<file path="src/rtl/flick_arbiter.sv">
// -----------------------------------------------------------------------------
// flick_arbiter
//   Shares one flasher between N_REQ requesters. A round-robin winner is
//   granted, the flasher is kicked with a one-cycle FLICK, and the grant is
//   held until the LED bus shows the flasher finished (two consecutive zero
//   samples after it first went nonzero) or until a RUN timeout expires.
//
// Handshake: REQ[i] is a level request. Once a grant is issued the sequence
//   always runs to DONE or ERR, whatever REQ does meanwhile. A request not
//   served yet stays pending and is looked at again on the next IDLE cycle.
//
// Ports
//   CLK        in   clock, all state on posedge
//   RST        in   asynchronous active-low reset
//   REQ        in   [N_REQ] level requests
//   LED_IN     in   [16] LED bus from the flasher
//   FLICK      out  one-cycle start pulse (ISSUE state)
//   GNT        out  [N_REQ] one-hot grant
//   BUSY       out  high whenever the FSM is not IDLE
//   DONE       out  one-cycle pulse, sequence completed (GNT still set)
//   ERR        out  one-cycle pulse, sequence timed out (GNT still set)
//   DBG_STATE  out  [2] current FSM state (0 IDLE,1 ISSUE,2 RUN,3 CLEAR)
// -----------------------------------------------------------------------------
module flick_arbiter #(
  parameter int N_REQ   = 3,
  parameter int TIMEOUT = 255
) (
  input  logic             CLK,
  input  logic             RST,
  input  logic [N_REQ-1:0] REQ,
  input  logic [15:0]      LED_IN,
  output logic             FLICK,
  output logic [N_REQ-1:0] GNT,
  output logic             BUSY,
  output logic             DONE,
  output logic             ERR,
  output logic [1:0]       DBG_STATE
);

  localparam int PW = (N_REQ > 1) ? $clog2(N_REQ) : 1;
  localparam int CW = ($clog2(TIMEOUT + 1) > 8) ? $clog2(TIMEOUT + 1) : 8;
  localparam logic [CW-1:0] TO_VAL = CW'(TIMEOUT);

  typedef enum logic [1:0] {
    S_IDLE  = 2'd0,
    S_ISSUE = 2'd1,
    S_RUN   = 2'd2,
    S_CLEAR = 2'd3
  } state_t;

  state_t           r_state, w_state_nxt;
  logic [N_REQ-1:0] r_gnt, w_gnt_nxt;
  logic [PW-1:0]    r_ptr, w_ptr_nxt;
  logic [CW-1:0]    r_cnt, w_cnt_nxt;
  logic             r_started, w_started_nxt;
  logic             r_zero, w_zero_nxt;   // one zero sample already seen

  logic             w_any;
  logic [PW-1:0]    w_win;
  logic [PW-1:0]    w_idx;
  logic [PW-1:0]    w_ptr_adv;
  logic [CW-1:0]    w_cnt_inc;
  logic             w_led_zero;
  logic             w_complete;
  logic             w_timeout;

  // Round-robin search starting at r_ptr, wrapping modulo N_REQ.
  always_comb begin : p_rr
    w_any = 1'b0;
    w_win = '0;
    w_idx = '0;
    for (int i = 0; i < N_REQ; i++) begin
      w_idx = PW'((int'(r_ptr) + i) % N_REQ);
      if (!w_any && REQ[w_idx]) begin
        w_any = 1'b1;
        w_win = w_idx;
      end
    end
  end

  assign w_ptr_adv  = (w_win == PW'(N_REQ - 1)) ? '0 : w_win + 1'b1;
  assign w_cnt_inc  = (r_cnt == '1) ? r_cnt : r_cnt + 1'b1;
  assign w_led_zero = (LED_IN == 16'h0000);
  // Completion needs the flasher to have started and this to be the second
  // zero in a row; a lone zero between nonzero samples is just a minimum.
  assign w_complete = r_started && r_zero && w_led_zero;
  // w_cnt_inc is the 1-based RUN cycle number of the current cycle.
  assign w_timeout  = (w_cnt_inc >= TO_VAL);

  always_comb begin : p_next
    w_state_nxt   = r_state;
    w_gnt_nxt     = r_gnt;
    w_ptr_nxt     = r_ptr;
    w_cnt_nxt     = r_cnt;
    w_started_nxt = r_started;
    w_zero_nxt    = r_zero;
    FLICK         = 1'b0;
    DONE          = 1'b0;
    ERR           = 1'b0;
    case (r_state)
      S_IDLE: begin
        w_gnt_nxt = '0;
        if (w_any) begin
          w_gnt_nxt[w_win] = 1'b1;
          w_ptr_nxt        = w_ptr_adv;
          w_state_nxt      = S_ISSUE;
        end
      end
      S_ISSUE: begin
        FLICK         = 1'b1;
        w_cnt_nxt     = '0;
        w_started_nxt = 1'b0;
        w_zero_nxt    = 1'b0;
        w_state_nxt   = S_RUN;
      end
      S_RUN: begin
        w_cnt_nxt = w_cnt_inc;
        // Completion takes priority over a timeout landing on the same cycle.
        if (w_complete) begin
          DONE        = 1'b1;
          w_gnt_nxt   = '0;
          w_state_nxt = S_CLEAR;
        end else if (w_timeout) begin
          ERR         = 1'b1;
          w_gnt_nxt   = '0;
          w_state_nxt = S_CLEAR;
        end else if (w_led_zero) begin
          if (r_started) w_zero_nxt = 1'b1;
        end else begin
          w_started_nxt = 1'b1;
          w_zero_nxt    = 1'b0;
        end
      end
      S_CLEAR: begin
        w_gnt_nxt     = '0;
        w_cnt_nxt     = '0;
        w_started_nxt = 1'b0;
        w_zero_nxt    = 1'b0;
        w_state_nxt   = S_IDLE;
      end
      default: begin
        w_gnt_nxt   = '0;
        w_state_nxt = S_IDLE;
      end
    endcase
  end

  always_ff @(posedge CLK or negedge RST) begin
    if (!RST) begin
      r_state   <= S_IDLE;
      r_gnt     <= '0;
      r_ptr     <= '0;
      r_cnt     <= '0;
      r_started <= 1'b0;
      r_zero    <= 1'b0;
    end else begin
      r_state   <= w_state_nxt;
      r_gnt     <= w_gnt_nxt;
      r_ptr     <= w_ptr_nxt;
      r_cnt     <= w_cnt_nxt;
      r_started <= w_started_nxt;
      r_zero    <= w_zero_nxt;
    end
  end

  assign GNT       = r_gnt;
  assign BUSY      = (r_state != S_IDLE);
  assign DBG_STATE = r_state;

endmodule

</file>
<file path="config.mk">
export PLATFORM = sky130hd
export DESIGN_NAME = flick_arbiter
export DESIGN_NICKNAME = d
export VERILOG_FILES = /design/src/rtl/flick_arbiter.sv
export SDC_FILE = /design/constraint.sdc
export NUM_CORES = 1
export LEC_CHECK = 0
export BUFFER_PORTS_ARGS = -buffer_cell sky130_fd_sc_hd__buf_2
export CAP_MARGIN = 5
export CORE_UTILIZATION = 48
export DETAILED_ROUTE_END_ITERATION = 8
export PLACE_DENSITY = 0.74
export REMOVE_ABC_BUFFERS = 1
export SYNTH_ARGS = -nofsm -noshare
export SYNTH_HDL_FRONTEND = slang
export SYNTH_SLANG_ARGS = --single-unit
</file>
<file path="constraint.sdc">
create_clock -name CLK -period 2.2 [get_ports CLK]
set_clock_uncertainty 0.15 [all_clocks]
set_input_delay 0.66 -clock CLK [delete_from_list [all_inputs] [get_ports CLK]]
set_output_delay 0.66 -clock CLK [all_outputs]
set_load 0.03 [all_outputs]
</file>
==> results of run 1 <==
through the flow:
stage	util	std cells	setup TNS [ps]	total power [mW]	setup WS (ps)
after floorplan	-	144	-647	1.62	-383
final	0.794	239	-1370	2.87	-537
after global routing	0.794	239	-1560	3.02	-527
after CTS	0.763	237	-613	2.69	-348
after global placement	0.665	227	-1140	2.10	-275
after detailed placement	0.665	227	-1430	2.19	-317
per-layer routing:
| layer | vias up | wire length [µm] | global-route usage |
|---|---|---|---|
| li1 | 674 | - | - |
| met4 | 0 | 59 | 0.0458 |
| met3 | 10 | 356 | 0.0601 |
| met1 | 716 | 1710 | 0.348 |
| met5 | - | 0 | 0 |
| met2 | 88 | 2240 | 0.494 |
worst paths after layout:
| path | startpoint | endpoint | cells after the start |
|---|---|---|---|
| max | LED_IN[15] | ERR | 6 |
| min | RST | r_cnt[7]$_DFFE_PN0P_ | 1 |
| max reg2reg | r_ptr[0]$_DFFE_PN0P_ | GNT[2]$_DFFE_PN0P_ | 7 |
| min reg2reg | GNT[0]$_DFFE_PN0P_ | GNT[0]$_DFFE_PN0P_ | 2 |
| max in group asynchronous | RST | DBG_STATE[0]$_DFFE_PN0P_ | 1 |
| min in group CLK | GNT[0]$_DFFE_PN0P_ | GNT[0]$_DFFE_PN0P_ | 2 |
Yosys cell counts (3+ instances only):
library cell / number / share of area
dfrtp_1: 17 / 0.31
nor2_1: 13 / 0.036
ha_1: 10 / 0.093
inv_1: 10 / 0.028
nand2_1: 10 / 0.028
mux2_2: 7 / 0.058
a21oi_1: 6 / 0.022
o21ai_0: 6 / 0.022
nand2b_1: 5 / 0.023
nor4_1: 5 / 0.023
mux2i_1: 4 / 0.030
nor2b_1: 4 / 0.019
a22o_1: 3 / 0.019
nand3_1: 3 / 0.011
nor3_1: 3 / 0.011
o22a_1: 3 / 0.019
power by group through the flow:
stage / logic, mW / registers [mW] / clock network [mW]
finish: 2.15 / 0.539 / 0.181
global route: 2.27 / 0.551 / 0.191
CTS: 1.98 / 0.526 / 0.181
detailed placement: 1.68 / 0.508 / 0
global placement: 1.61 / 0.497 / 0
floorplan: 1.06 / 0.567 / 0
worst reg2reg max path, stage by stage, from the launching register on:
cell      delay (ps)
dfrtp_2          460
inv_2             90
ha_4             160
mux2i_4          250
o21ai_2          110
or4_4            530
nor4bb_1         140
mux2_2           270
logic make-up after synthesis:
kind of cell / Yosys count / synth area share
compound gates: 39 / 0.233
fa+ha+maj: 10 / 0.0926
simple gates: 56 / 0.230
buf+inv: 12 / 0.0333
mux: 12 / 0.0963
flops: 17 / 0.315
cell type report:
| type | instances | area (µm²) | area share |
|---|---|---|---|
| Clock buffer | 3 | 22.5 | 0.0110 |
| Sequential cell | 17 | 428 | 0.210 |
| Multi-Input combinational cell | 117 | 1070 | 0.523 |
| Timing Repair Buffer | 61 | 443 | 0.217 |
| Tap cell | 30 | 37.5 | 0.0184 |
| Inverter | 10 | 37.5 | 0.0184 |
| Clock inverter | 1 | 5.00 | 0.00245 |
sequential cells by signal (all words and copies together), names as in the netlist:
signal and flops:
r_ptr 2, r_started 1, DBG_STATE 2, r_cnt 8, r_zero 1, GNT 3
what timing repair did:
item	in CTS	in global routing
setup endpoints to repair	9	10
gates resized for setup	36	16
buffers inserted	6	2
pin swaps	10	6
cloned	0	0
hold endpoints to repair	0	0
==> results.md, run 1 <==
- Outcome: finished with violations
- Failing checks: setup timing
- Worst-margin pin slew: 403 ps
- CP Cell Sequence: buf_6, nor4_2, and4_4, a31oi_1, nor2b_1, buf_4
- Synthesis Warnings: 0
- Clk_lat worst skew: 310 ps
- Final period utilization: 1.24
- Post-detail-place hpwl: 2660 µm
- CTS Buf Count: 3
- Routability cong.: 0.989
- Drt drc: 0
- Power Density: 1410 mW/mm²
- Largest stage delay, worst path: 400 ps
- Global-route wire length before repair: 5980 µm
- Nets: 241
- Cts hold-fix bufs: 0
- Cell family with most CP delay: simple AND/OR/NAND/NOR gates
- RSZ-0062 raised after global routing: yes
- Largest net degree at the start of global routing: 18
- Mean post-synth cell area: 9.26 µm²
- Leak Pwr: 0.914 nW
- Pint: 1.55 mW
- Total gr overflow: 0
- Comb power frac: 0.749
- Total GRT Usage: 0.278
- Slew margin rel.: 0.731
- Core area: 0.00257 mm²
- Seq pwr share: 0.188
- Most common flop cell mapped by yosys: dfrtp_1
- Final instance area: 0.00204 mm²
- Crit Path Category: in -> out
- Fillers: 146
- Vias in the first global route: 1352
- PnR worst setup slack: -537 ps
- Worst hold path type: in -> async
- Mapped Area: 0.00135 mm²
- Max-slew violations: 0
- Number of I/O pins: 30
- Vias/cell: 6.23
- Antenna violations before repair: 0
- Chip height: 55.1 µm
- CP Launch Type: input port
- # diodes: 0
- Crit path DAT: 1930 ps
- Clock Pin Slew Worst Setup and Hold Paths: 120 ps
- Hold Vio Cnt, Final: 0
- Final wirelength: 4360 µm
- Core Rows: 18
- Switching portion of total power: 0.461
- CP Buf/Inv Count: 2
- Die area: 0.00303 mm²
- CP max-delay cell: nor4_2
- Routed Antenna Nets: 0
- Area grow syn2layout: 50.9%
- Part of the Yosys area used for sequential elements: 0.315
- Routed len/inst: 18.3 µm
- Max FO, Critical Path: 3
- Crit path capture type: output pin
- Vias: roughly 1500
- Unique masters post-synth: 47
- H-tree levels: 1
- Clock Path Buffers: 2
- Synth Register Bits: 17
- Peak supply drop: roughly 1.2 mV
- Switching pwr: 1.33 mW
- CTS Root Cell: clkbuf_4
- I/O Buffers: 29
- Layout cell share with drive strength beyond 1: 0.541
- Post-synth EDFFs: 0
- Min Tclk post-route: 2740 ps
- WP data required: 1390 ps
- 1st-pass router iterations: 5
- Die width: roughly 55 µm
- Syn Inst Count: between 100 and 150
- Initial Util: 0.526
- CTS tree: built
- Reg-to-reg slack, setup: -80 ps
- Async SR Flop Fraction: 1.00
- Hold WS: about 110 ps
- Clk sinks: 17
- Final setup fails: 7
- Placed Instance Area: 0.00171 mm²
- 1st-iter DRT viols: 53
- Max_cap viols: 0
- Most common cell after layout, fill and taps aside: buf_4
- Fmax: between 300 and 400 MHz
- Clk network pwr share: 0.063
- Most frequent cells in the layout: buf_4 (30), buf_2 (21), dfrtp_1 (15), nor2_1 (10), buf_6 (10)
(Power assumes the default switching activity.)
==> run 2: changes to the inputs <==
--- a/config.mk
+++ b/config.mk
@@ -5,11 +5,12 @@
 export SDC_FILE = /design/constraint.sdc
 export NUM_CORES = 1
 export LEC_CHECK = 0
+export ABC_AREA = 1
 export BUFFER_PORTS_ARGS = -buffer_cell sky130_fd_sc_hd__buf_2
 export CAP_MARGIN = 5
-export CORE_UTILIZATION = 48
+export CORE_UTILIZATION = 49
 export DETAILED_ROUTE_END_ITERATION = 8
-export PLACE_DENSITY = 0.74
+export PLACE_DENSITY = 0.75
 export REMOVE_ABC_BUFFERS = 1
 export SYNTH_ARGS = -nofsm -noshare
 export SYNTH_HDL_FRONTEND = slang
==> results.md, run 2 <==
- Outcome: finished with violations
- Failing checks: setup timing
- PnR worst setup slack: -476 ps (+61.7 ps)
- Hold Vio Cnt, Final: 0 (unchanged)
- Largest Register: r_cnt
- 1st-iter DRT viols: 64 (+21%)
- Layout cell share with drive strength beyond 1: 0.360 (-0.180)
- Final wirelength: 3870 µm (-11%)
- I/O Buffers: 29 (unchanged)
- Post-synth EDFFs: 0 (unchanged)
- Max_cap viols: 0 (unchanged)
- Initial Util: 0.513 (-0.0137)
- Worst hold path type: in -> async
- Clock Path Buffers: 2 (unchanged)
- H-tree levels: 1 (unchanged)
- Max FFs per register: 8 (unchanged)
- CTS Root Cell: clkbuf_4
- Antenna violations before repair: 0 (unchanged)
- Core Rows: 19 (+1)
- Routed Antenna Nets: 0 (unchanged)
- Crit path DAT: 1870 ps (-60 ps)
- Crit Path Category: reg -> out
- Placed Instance Area: 0.00174 mm² (+1.9%)
- Slew margin rel.: 0.730 (-0.00132)
- Clk sinks: 17 (unchanged)
- Multi-input logic area: 975 µm² (-8.6%)
- CP Launch Type: flop
- Peak supply drop: 1.04 mV (-11%)
- Post-synth top area cell: dfrtp_1
- Async SR Flop Fraction: 1.00 (unchanged)
- Final instance area: 0.00200 mm² (-1.9%)
- Cts hold-fix bufs: 0 (unchanged)
- 1st-pass router iterations: 4 (-1)
- Largest net degree at the start of global routing: 18 (unchanged)
- RSZ-0062 raised after global routing: yes
- Max-slew violations: 0 (unchanged)
- Leak Pwr: 1.06 nW (+16%)
- Final period utilization: 1.22 (-0.0281)
- Top-count cell post-synth: nand2_1
- Synthesis Warnings: 0 (unchanged)
- Most common flop cell mapped by yosys: dfrtp_1
- Top cell type's share of synthesized area: 0.304 (-0.0112)
- Min Tclk post-route: 2680 ps (-61.7 ps)
- Post-detail-place hpwl: 2590 µm (-2.8%)
- Core area: 0.00273 mm² (+6.5%)
- Total gr overflow: 0 (unchanged)
- CTS Buf Count: 3 (unchanged)
- Die area: 0.00308 mm² (+1.5%)
- Chip height: 55.5 µm (+0.75%)
- Fillers: 217 (+49%)
- Worst-margin pin slew: 405 ps (+1.98 ps)
- Unique masters post-synth: 23 (-51%)
- Vias: 1532 (+3.0%)
- Number of I/O pins: 30 (unchanged)
- Drt drc: 0 (unchanged)
- Vias/cell: 5.06 (-19%)
- Die width: 55.5 µm (+0.75%)
- Global-route wire length before repair: 5590 µm (-6.5%)
- # diodes: 0 (unchanged)
- Vias in the first global route: 1392 (+3.0%)
- WP data required: 1390 ps (about the same)
- Routability cong.: 0.871 (-12%)
- Max FO, Critical Path: 7 (+4)
- Total GRT Usage: 0.222 (-0.0557)
- Main area contributors after synthesis: dfrtp_1 (30%), nand2_1 (17%), nand3_1 (11%)
- Synth Register Bits: 17 (unchanged)
- Most common cell after layout, fill and taps aside: nand2_1
- CTS tree: built
- Most frequent cells in the layout: nand2_1 (58), nand3_1 (29), buf_4 (27), inv_1 (26)
- Worst R2R Path Depth: 10 (+3)
- Clk_lat worst skew: 290 ps (-20 ps)
- Clock Pin Slew Worst Setup and Hold Paths: 100 ps (-20 ps)
- Synth top cells by count: nand2_1 (64), nand3_1 (30), inv_1 (27)
- Mapped Area: 0.00140 mm² (+3.7%)
- Final setup fails: 2 (-5)
- Area grow syn2layout: 42.8%
- Routed len/inst: 12.8 µm (-30%)
- Nets: 304 (+26%)
- Fmax: 374 MHz (+2.3%)
- Part of the Yosys area used for sequential elements: 0.304 (-0.0112)
- Hold WS: 127 ps (+18.9 ps)
- Mean post-synth cell area: 6.58 µm² (-29%)
- Syn Inst Count: 213 (+46%)
- Power Density: 1110 mW/mm² (-21%)
- FF+latch area: 427 µm² (-0.29%)
- Crit path capture type: output pin
[run 2: cell type report]
| class | count | share of cell area |
|---|---|---|
| clock inverters | 1 | 0.00250 |
| well taps | 31 | 0.0194 |
| multi-input cells | 166 | 0.487 |
| inverters | 29 | 0.0550 |
| clock buffers | 3 | 0.0113 |
| flip-flops and latches | 17 | 0.213 |
| repair buffers | 56 | 0.211 |
[run 2: cell families after synthesis]
family,count (synthesis),share of synthesized area
AOI/OAI and AO/OA,15,0.0563
xor gates and xnor gates,3,0.0188
adders and majority gates,10,0.0893
buffers and inverters,30,0.0812
DFF,17,0.304
and+or+nand+nor,138,0.451
[run 2: report_power, final]
group,leakage [nW],total (mW),switching [mW],internal (mW)
Combinational,0.823,1.56,0.955,0.610
Sequential,0.222,0.494,0.0846,0.409
Clock,0.0177,0.171,0.103,0.0677
[run 2: critical path, stage by stage, from the launching register on]
cell      delay [ps]
dfrtp_1          430
ha_4             190
nand2_4           90
nor2_4            50
nand2_4          110
clkinv_2          80
a21oi_1          300
nor2_4            60
nand3_2           90
nor2_2            40
buf_6            140
[run 2: metrics by stage]
stage	setup slack (ps)	total power, mW	cells	TNS, ps	util
floorplan	-353	1.44	212	-778	-
global placement	-136	1.84	293	-266	0.636
detailed placement	-182	1.87	293	-307	0.636
CTS	-496	2.07	298	-535	0.662
global route	-591	2.45	303	-922	0.732
finish	-476	2.23	303	-699	0.732
[run 2: worst paths after layout]
path / endpoint / startpoint / slack, ps
max: ERR / r_cnt[1]$_DFFE_PN0P_ / -480
min: DBG_STATE[1]$_DFFE_PN0P_ / RST / 130
max reg2reg: DBG_STATE[0]$_DFFE_PN0P_ / r_ptr[1]$_DFFE_PN0P_ / 180
min reg2reg: r_zero$_DFFE_PN0P_ / r_zero$_DFFE_PN0P_ / 340
max in group asynchronous: DBG_STATE[1]$_DFFE_PN0P_ / RST / 1470
min in group CLK: r_zero$_DFFE_PN0P_ / r_zero$_DFFE_PN0P_ / 340
[run 2: what timing repair did]
| action | 4_1_cts | 5_1_grt |
|---|---|---|
| buffers inserted | 1 | 5 |
| setup endpoints to repair | 2 | 8 |
| gates resized for setup | 9 | 34 |
| gates cloned | 0 | 0 |
| pin swaps | 5 | 23 |
[run 2: per-layer routing]
layer / track usage / share of wire
met1: 0.299 / 0.42
met2: 0.394 / 0.52
met3: 0.0234 / 0.046
met4: 0.0321 / 0.012
met5: 0 / 0
